### src/rtl/fetch_stage_pkg.sv
// ============================================================================
// Module : fetch_stage_pkg
// Brief  : Shared fetch/decode constants, IF/ID layout and PC helper.
// Rev    : 1.0
// ============================================================================
`default_nettype none

package fetch_stage_pkg;

    localparam logic [31:0] PC_RESET_DEFAULT = 32'h0000_0000;
    localparam logic [31:0] NOP_WORD_DEFAULT = 32'h0000_0000;
    localparam int          IMEM_AW_DEFAULT  = 5;

    typedef struct packed {
        logic [31:0] instr;
        logic [31:0] pc4;
        logic        valid;
    } ifid_t;

    localparam int IFID_W = $bits(ifid_t);

    // Redirect targets are forced onto a word boundary.
    function automatic logic [31:0] align_word(input logic [31:0] addr);
        return {addr[31:2], 2'b00};
    endfunction

endpackage

`default_nettype wire

### src/rtl/fetch_stage_ifid_reg.sv
// ============================================================================
// Module : fetch_stage_ifid_reg
// Brief  : Pipeline register, priority reset > flush > stall > load.
// Rev    : 1.0
// ============================================================================
`default_nettype none

module fetch_stage_ifid_reg #(
    parameter int               WIDTH      = 8,
    parameter logic [WIDTH-1:0] RESET_VAL  = '0,
    parameter logic [WIDTH-1:0] FLUSH_MASK = '1,
    parameter logic [WIDTH-1:0] FLUSH_VAL  = '0
) (
    input  logic             clock,
    input  logic             reset,
    input  logic             flush,
    input  logic             stall,
    input  logic [WIDTH-1:0] load_data,
    output logic [WIDTH-1:0] q
);

    // Flush rewrites only the masked fields; the rest keep their value.
    always_ff @(posedge clock) begin
        if (reset) begin
            q <= RESET_VAL;
        end else if (flush) begin
            q <= (q & ~FLUSH_MASK) | (FLUSH_VAL & FLUSH_MASK);
        end else if (!stall) begin
            q <= load_data;
        end
    end

endmodule

`default_nettype wire

### src/rtl/fetch_stage.sv
// ============================================================================
// Module : fetch_stage
// Brief  : MIPS instruction-fetch stage: PC, next-PC mux and IF/ID register.
// Rev    : 1.0
// ============================================================================
`default_nettype none

module fetch_stage
    import fetch_stage_pkg::*;
#(
    parameter logic [31:0] PC_RESET = PC_RESET_DEFAULT,
    parameter int          IMEM_AW  = IMEM_AW_DEFAULT,
    parameter logic [31:0] NOP_WORD = NOP_WORD_DEFAULT
) (
    input  logic               clock,
    input  logic               reset,
    input  logic               stall,
    input  logic               flush,
    input  logic               redirect,
    input  logic [31:0]        redirect_pc,
    output logic [IMEM_AW-1:0] imem_addr,
    input  logic [31:0]        imem_rdata,
    output logic [31:0]        pc,
    output logic [31:0]        ifid_instr,
    output logic [31:0]        ifid_pc4,
    output logic               ifid_valid,
    output logic               misalign,
    output logic [31:0]        fetch_count
);

    localparam ifid_t IFID_RESET = '{instr: NOP_WORD, pc4: 32'd0, valid: 1'b0};
    localparam ifid_t IFID_FLUSH_MASK = '{instr: 32'hFFFF_FFFF, pc4: 32'd0, valid: 1'b1};

    logic [31:0] pc_plus4;
    logic [31:0] next_pc;
    ifid_t       ifid_load;
    ifid_t       ifid_q;

    assign pc_plus4  = pc + 32'd4;
    assign imem_addr = pc[IMEM_AW+1:2];

    // Redirect beats stall so a control hazard resolves during a data stall.
    always_comb begin
        next_pc = pc_plus4;
        if (redirect) begin
            next_pc = align_word(redirect_pc);
        end else if (stall) begin
            next_pc = pc;
        end
    end

    always_ff @(posedge clock) begin
        if (reset) begin
            pc <= PC_RESET;
        end else begin
            pc <= next_pc;
        end
    end

    always_ff @(posedge clock) begin
        if (reset) begin
            misalign <= 1'b0;
        end else if (redirect && (redirect_pc[1:0] != 2'b00)) begin
            misalign <= 1'b1;
        end
    end

    // Counts exactly the edges on which IF/ID loads a valid instruction.
    always_ff @(posedge clock) begin
        if (reset) begin
            fetch_count <= 32'd0;
        end else if (!flush && !stall) begin
            fetch_count <= fetch_count + 32'd1;
        end
    end

    assign ifid_load = '{instr: imem_rdata, pc4: pc_plus4, valid: 1'b1};

    fetch_stage_ifid_reg #(
        .WIDTH      (IFID_W),
        .RESET_VAL  (IFID_RESET),
        .FLUSH_MASK (IFID_FLUSH_MASK),
        .FLUSH_VAL  (IFID_RESET)
    ) u_ifid_reg (
        .clock     (clock),
        .reset     (reset),
        .flush     (flush),
        .stall     (stall),
        .load_data (ifid_load),
        .q         (ifid_q)
    );

    assign ifid_instr = ifid_q.instr;
    assign ifid_pc4   = ifid_q.pc4;
    assign ifid_valid = ifid_q.valid;

endmodule

`default_nettype wire
### config.mk
export PLATFORM = sky130hd
export DESIGN_NAME = fetch_stage
export DESIGN_NICKNAME = d
export VERILOG_FILES = /design/src/rtl/fetch_stage_pkg.sv /design/src/rtl/fetch_stage_ifid_reg.sv /design/src/rtl/fetch_stage.sv
export SDC_FILE = /design/constraint.sdc
export NUM_CORES = 1
export LEC_CHECK = 0
export CAP_MARGIN = 10
export CORE_AREA = 5 5 148 150
export DETAILED_ROUTE_END_ITERATION = 10
export DIE_AREA = 0 0 153 155
export PLACE_DENSITY = 0.68
export SYNTH_ARGS = -nofsm -noshare
export SYNTH_HDL_FRONTEND = slang
export SYNTH_SLANG_ARGS = --single-unit
### constraint.sdc
create_clock -name clock -period 3.8 [get_ports clock]
set_input_delay 0.76 -clock clock [delete_from_list [all_inputs] [get_ports clock]]
set_output_delay 0.76 -clock clock [all_outputs]
set_load 0.005 [all_outputs]
==> results_dict.tcl, run 1 <==
set metrics [dict create \
    cap_violations 0 \
    worst-setup-path-type "in2reg" \
    cts_sinks 126 \
    drive_above_1_share_pct 5.79 \
    antenna_found_initial 0 \
    cp_top_family "simple AND/OR/NAND/NOR gates" \
    area.sequential_um2 2520 \
    fin_skew_ns 0.00850 \
    hold_slack_ns 0.447 \
    io_pins 204 \
    layout_min_cycle_time_ns 2.91 \
    cts_buffers 17 \
    synthFlopType "dfxtp_1" \
    place_ws_ns 0.487 \
    antenna_cells 0 \
    clk_pin_slew_ns 0.06 \
    vdd_drop_max_uv 302 \
    rsz0062_at_grt "no" \
    grt_pass1_vias 5540 \
    first_pass_iters 4 \
    clk_latency_ns 0.41 \
    fin_crit_sh_pct 76.7 \
    die_x_um 153 \
    yosysMostFrequentCell "dfxtp_1" \
    cp-end-kind "flop" \
    final_util_pct 42.2 \
    hold_class "reg2reg" \
    slew_violations 0 \
    reg2regPathDepth 6 \
    post_cts_buffers 0 \
    multi_input_area_um2 3120 \
    final.fill_count 2026 \
    critPathLaunchType "input pin" \
    cts_hold_buf 0 \
    nNetsFinal 922 \
    synth_warnings 0 \
    synthArstFlopShare_pct 0 \
    cts_tree "done" \
    cts_buffer_depth 2 \
    place.port_buffers 199 \
    ys_ff_latch 126 \
    setup_viol 0 \
    initial_core_util_pct 29.0 \
    viasPerCell 5.15 \
    relSlewSlack_pct 43.7 \
    synth-edff-count 0 \
    wl_per_cell_um 16.9 \
    critPathMaxFanout 20 \
    wl_um 19200 \
    die_area_um2 23700 \
    synth_cell_types 48 \
    leakagePower_nw 2.86 \
    clock-root-buffer "clkbuf_16" \
    syn_avg_cell_area_um2 8.68 \
    synth_common_cells "dfxtp_1 (126), nor2_1 (99), clkbuf_1 (47)" \
    setup_slack_ns 0.886 \
    place.gp.congestion 0.810 \
    hpwl_um 13700 \
    fmax_ghz 0.343 \
    synth.area.top_cells "dfxtp_1 (42%), nor2_1 (6.2%), mux2i_1 (5.5%), or4_1 (4.2%), a311oi_1 (3.8%)" \
    grt_max_degree 50 \
    hold_depth 2 \
    crit_top_cell "or4_1" \
    drc_errors 0 \
    critPathBufInv 1 \
    yosys.area.top_type "dfxtp_1" \
    p_per_area_nw_per_um2 402 \
    status "completed" \
    ys_seq_area_share_pct 42.3 \
    synth_area_um2 5960 \
    rows 53 \
    core_um2 20600 \
    h-tree-depth 4 \
    crit_chain "clkdlybuf4s50_1 > or3b_4 > or4_1 > or4_1 > a21oi_1" \
    finalHoldViolations 0 \
    grt_overflow 0 \
    postRouteAntennaNets 0 \
    cp.depth 5 \
    via_count 5861 \
    track_usage_pct 15.8 \
    tightest_slew_ns 0.837 \
    yosysTopAreaCellShare_pct 42.3 \
    area_growth_pct 45.5 \
    tns_ns 0 \
    first_iter_violations 282 \
    grt_pass1_wl_um 30600 \
    cpMaxStageDelayCell "or4_1" \
    cpPeakStageDelay_ns 0.81 \
    synth_cells 687 \
    die_y_um 155 \
    cts_resized 0 \
    worstPathRequired_ns 4.15 \
    cp.arrival_ns 3.26 \
]
==> final cells by class <==
cell class / instances / share of cell area (%)
timing repair buffer: 207 / 23.5
clock inverter: 11 / 1.63
inverter: 15 / 0.649
sequential: 126 / 29.1
multi-input combinational: 484 / 36.0
clock buffer: 21 / 5.19
tap: 275 / 3.97
==> cell usage in the layout, fill, tap and decap left out, drive strengths merged, types with 12 or more instances in the layout <==
master and count:
o31ai 26, nand3 13, nor3 12, or3 22, inv 15, dfxtp 126
a21oi 26, a311oi 26, nand4 22, and4 12, or4 33, clkbuf 21
mux2i 33, nor4 17, nand2 29, nor2 99, o21ai 22, clkdlybuf4s50 197
a211oi 26, xnor2 26
==> metal layers <==
metal  vias to the layer above  track usage, %  part of all wire [%]
met2                       195            25.8                    48
met5                         -               0                     0
li1                       2874               -                     -
met1                      2762            20.0                    44
met3                        30            4.09                   6.3
met4                         0            6.32                   2.4
==> stage by stage <==
stage | total power [mW] | instances | instance area (um^2)
final | 3.49 | 1139 | 8680
after detailed placement | 1.87 | 1107 | 8080
after global placement | 1.87 | 1107 | 8080
after floorplan | 1.63 | 690 | 5980
after CTS | 3.54 | 1139 | 8680
after global routing | 3.64 | 1139 | 8680
==> where the power goes <==
group,internal (mW),switching (mW)
clock,1.04,0.603
sequential,1.38,0.0759
combinational,0.229,0.157
==> worst min-delay path: cells and delay by family (launching register included) <==
kind                   cells  cell delay (ns)
flip-flops                 1             0.31
AO/OA/AOI/OAI              1             0.05
buffers and inverters      1             0.05
==> worst paths after layout <==
kind              slack (ns)               to      from
setup / recovery        0.89  fetch_count[31]     flush
setup reg to reg        1.08           pc[28]     pc[2]
hold / removal          0.45         misalign  misalign
hold reg to reg         0.45         misalign  misalign
==> state kept, by name, summed over array words and instances (netlist names) <==
signal        flops
misalign          1
pc               30
u_ifid_reg.q     63
fetch_count      32
==> logic make-up after synthesis <==
| family | count (synthesis) | share of synthesized area [%] |
|---|---|---|
| other | 1 | 0.0629 |
| AND/OR/NAND/NOR | 273 | 24.8 |
| XOR/XNOR | 32 | 4.70 |
| adder cells (fa/ha/maj) | 2 | 0.419 |
| multiplexers | 33 | 5.54 |
| buffers and inverters | 80 | 5.73 |
| flip-flops | 126 | 42.3 |
| AO/OA/AOI/OAI | 140 | 16.5 |
No activity file was read; power rests on OpenSTA's default activity.
==> inputs of run 2 (changes only) <==
- PLACE_DENSITY: 0.68 -> 0.7
- clock period: 3.8 -> 2.67 ns (I/O delays scaled with it)
==> run 2 against run 1 <==
  * First-iteration DRC count shrank 8.9%
  * Sequential power grew 42%
  * Worst setup slack lost 0.58 ns
  * Critical path depth shrank 1
  * Non-clock buffer count grew 25
  * Combinational power grew 52%
  * Highest routed layer unchanged
  * Worst hold slack lost 0.0039 ns
  * Total power grew 48%
  * Sequential share of layout area shrank 0.94 points
  * Cell count grew 2.3%
  * Via count grew 1.5%
  * Global-route usage is essentially flat
==> results_dict.tcl, run 2 (same netlist as run 1, synthesis figures left out) <==
set metrics [dict create \
    tightest_slew_ns 0.722 \
    wl_um 19300 \
    final_common_cell "clkdlybuf4s50_1" \
    cap_violations 0 \
    cp.arrival_ns 2.68 \
    clk_pin_slew_ns 0.06 \
    cp-end-kind "flop" \
    clk_latency_ns 0.41 \
    drive_above_1_share_pct 8.77 \
    track_usage_pct 15.8 \
    fin_skew_ns 0.0114 \
    postRouteAntennaNets 0 \
    cts_tree "done" \
    p_per_area_nw_per_um2 577 \
    core_um2 20600 \
    cts_buffers 17 \
    grt_pass1_vias 5551 \
    largest-register "u_ifid_reg.q" \
    crit_top_cell "or4_1" \
    h-tree-depth 4 \
    hpwl_um 13900 \
    clock-root-buffer "clkbuf_16" \
    nNetsFinal 947 \
    drc_errors 0 \
    leakagePower_nw 3.02 \
    rsz0062_at_grt "no" \
    setup_viol 0 \
    io_pins 204 \
    top_regs "u_ifid_reg.q x63, fetch_count x32, pc x30" \
    largest_register_ffs 63 \
    layout_min_cycle_time_ns 2.37 \
    grt_max_degree 91 \
    worstPathRequired_ns 2.98 \
    die_x_um 153 \
    hold_depth 2 \
    fin_crit_sh_pct 88.6 \
    die_area_um2 23700 \
    first_pass_iters 7 \
    critPathMaxFanout 14 \
    fmax_ghz 0.423 \
    cts_resized 0 \
    critPathLaunchType "flop" \
    antenna_found_initial 0 \
    status "completed" \
    rows 53 \
    cpPeakStageDelay_ns 0.77 \
    viasPerCell 5.10 \
    slew_violations 0 \
    place_ws_ns -0.0803 \
    place.port_buffers 199 \
    reg2regPathDepth 4 \
    initial_core_util_pct 29.0 \
    first_iter_violations 257 \
    finalHoldViolations 0 \
    crit_chain "nand3_1 > or4_1 > or4_1 > a311oi_1" \
    final_cell_mix "clkdlybuf4s50_1 (197), dfxtp_1 (126), nor2_1 (98)" \
    place.gp.congestion 0.809 \
    via_count 5946 \
    area_growth_pct 50.3 \
    hold_slack_ns 0.443 \
    hold_class "reg2reg" \
    tns_ns 0 \
    cts_sinks 126 \
    cts_buffer_depth 2 \
    wl_per_cell_um 16.6 \
    post_cts_buffers 0 \
    vdd_drop_max_uv 375 \
    grt_pass1_wl_um 30500 \
    relSlewSlack_pct 51.9 \
    grt_overflow 0 \
    cpMaxStageDelayCell "or4_1" \
    cts_hold_buf 0 \
    die_y_um 155 \
    worst-setup-path-type "reg2reg" \
    setup_slack_ns 0.304 \
]
## run 2: changes by cell type in the layout (fill, tap and decap cells not counted), sizes merged
cell    before  now
buf         10   35
clkbuf      21   19
bufinv       3    4
diode        0    1
inv         15   16
## run 2: area by class of cell
cell class	instances	area, um^2
Fill cell	2024	11600
Multi-Input combinational cell	484	3120
Sequential cell	126	2520
Timing Repair Buffer	232	2280
Clock buffer	19	453
Tap cell	275	344
Clock inverter	13	188
Inverter	15	56.3
Antenna cell	1	2.50
## run 2: final timing paths
path	to	from	slack, ns
worst max-delay path	pc[28]	pc[4]	0.30
worst max register to register	pc[28]	pc[4]	0.30
worst min register to register	misalign	misalign	0.44
worst min-delay path	misalign	misalign	0.44
## run 2: critical path, delay by kind of cell, from the launching register on
| family | cells | cell delay (ns) |
|---|---|---|
| AND/OR/NAND/NOR | 3 | 1.48 |
| AO/OA/AOI/OAI | 1 | 0.27 |
| flip-flops | 1 | 0.51 |
## run 2: metal layers
| metal | global-route usage (%) | vias to the layer above | wire [um] |
|---|---|---|---|
| met5 | 0 | - | 0 |
| met4 | 5.98 | 0 | 448 |
| met3 | 4.09 | 25 | 1240 |
| met2 | 25.2 | 178 | 9050 |
| met1 | 20.6 | 2825 | 8560 |
| li1 | - | 2918 | - |
## run 2: power by group
group	total, mW	leakage [nW]	switching, mW	internal [mW]
logic	0.586	1.68	0.240	0.346
clock network	2.53	0.306	0.910	1.62
registers	2.06	1.03	0.0940	1.96
## run 2: metrics by stage
step	power (mW)	cell area, um^2	utilization (%)	instances
after global routing	5.37	8960	43.6	1164
after global placement	2.68	8320	40.5	1132
after floorplan	2.32	5980	-	690
after detailed placement	2.69	8320	40.5	1132
final	5.17	8960	43.6	1165
after CTS	5.23	8960	43.6	1164
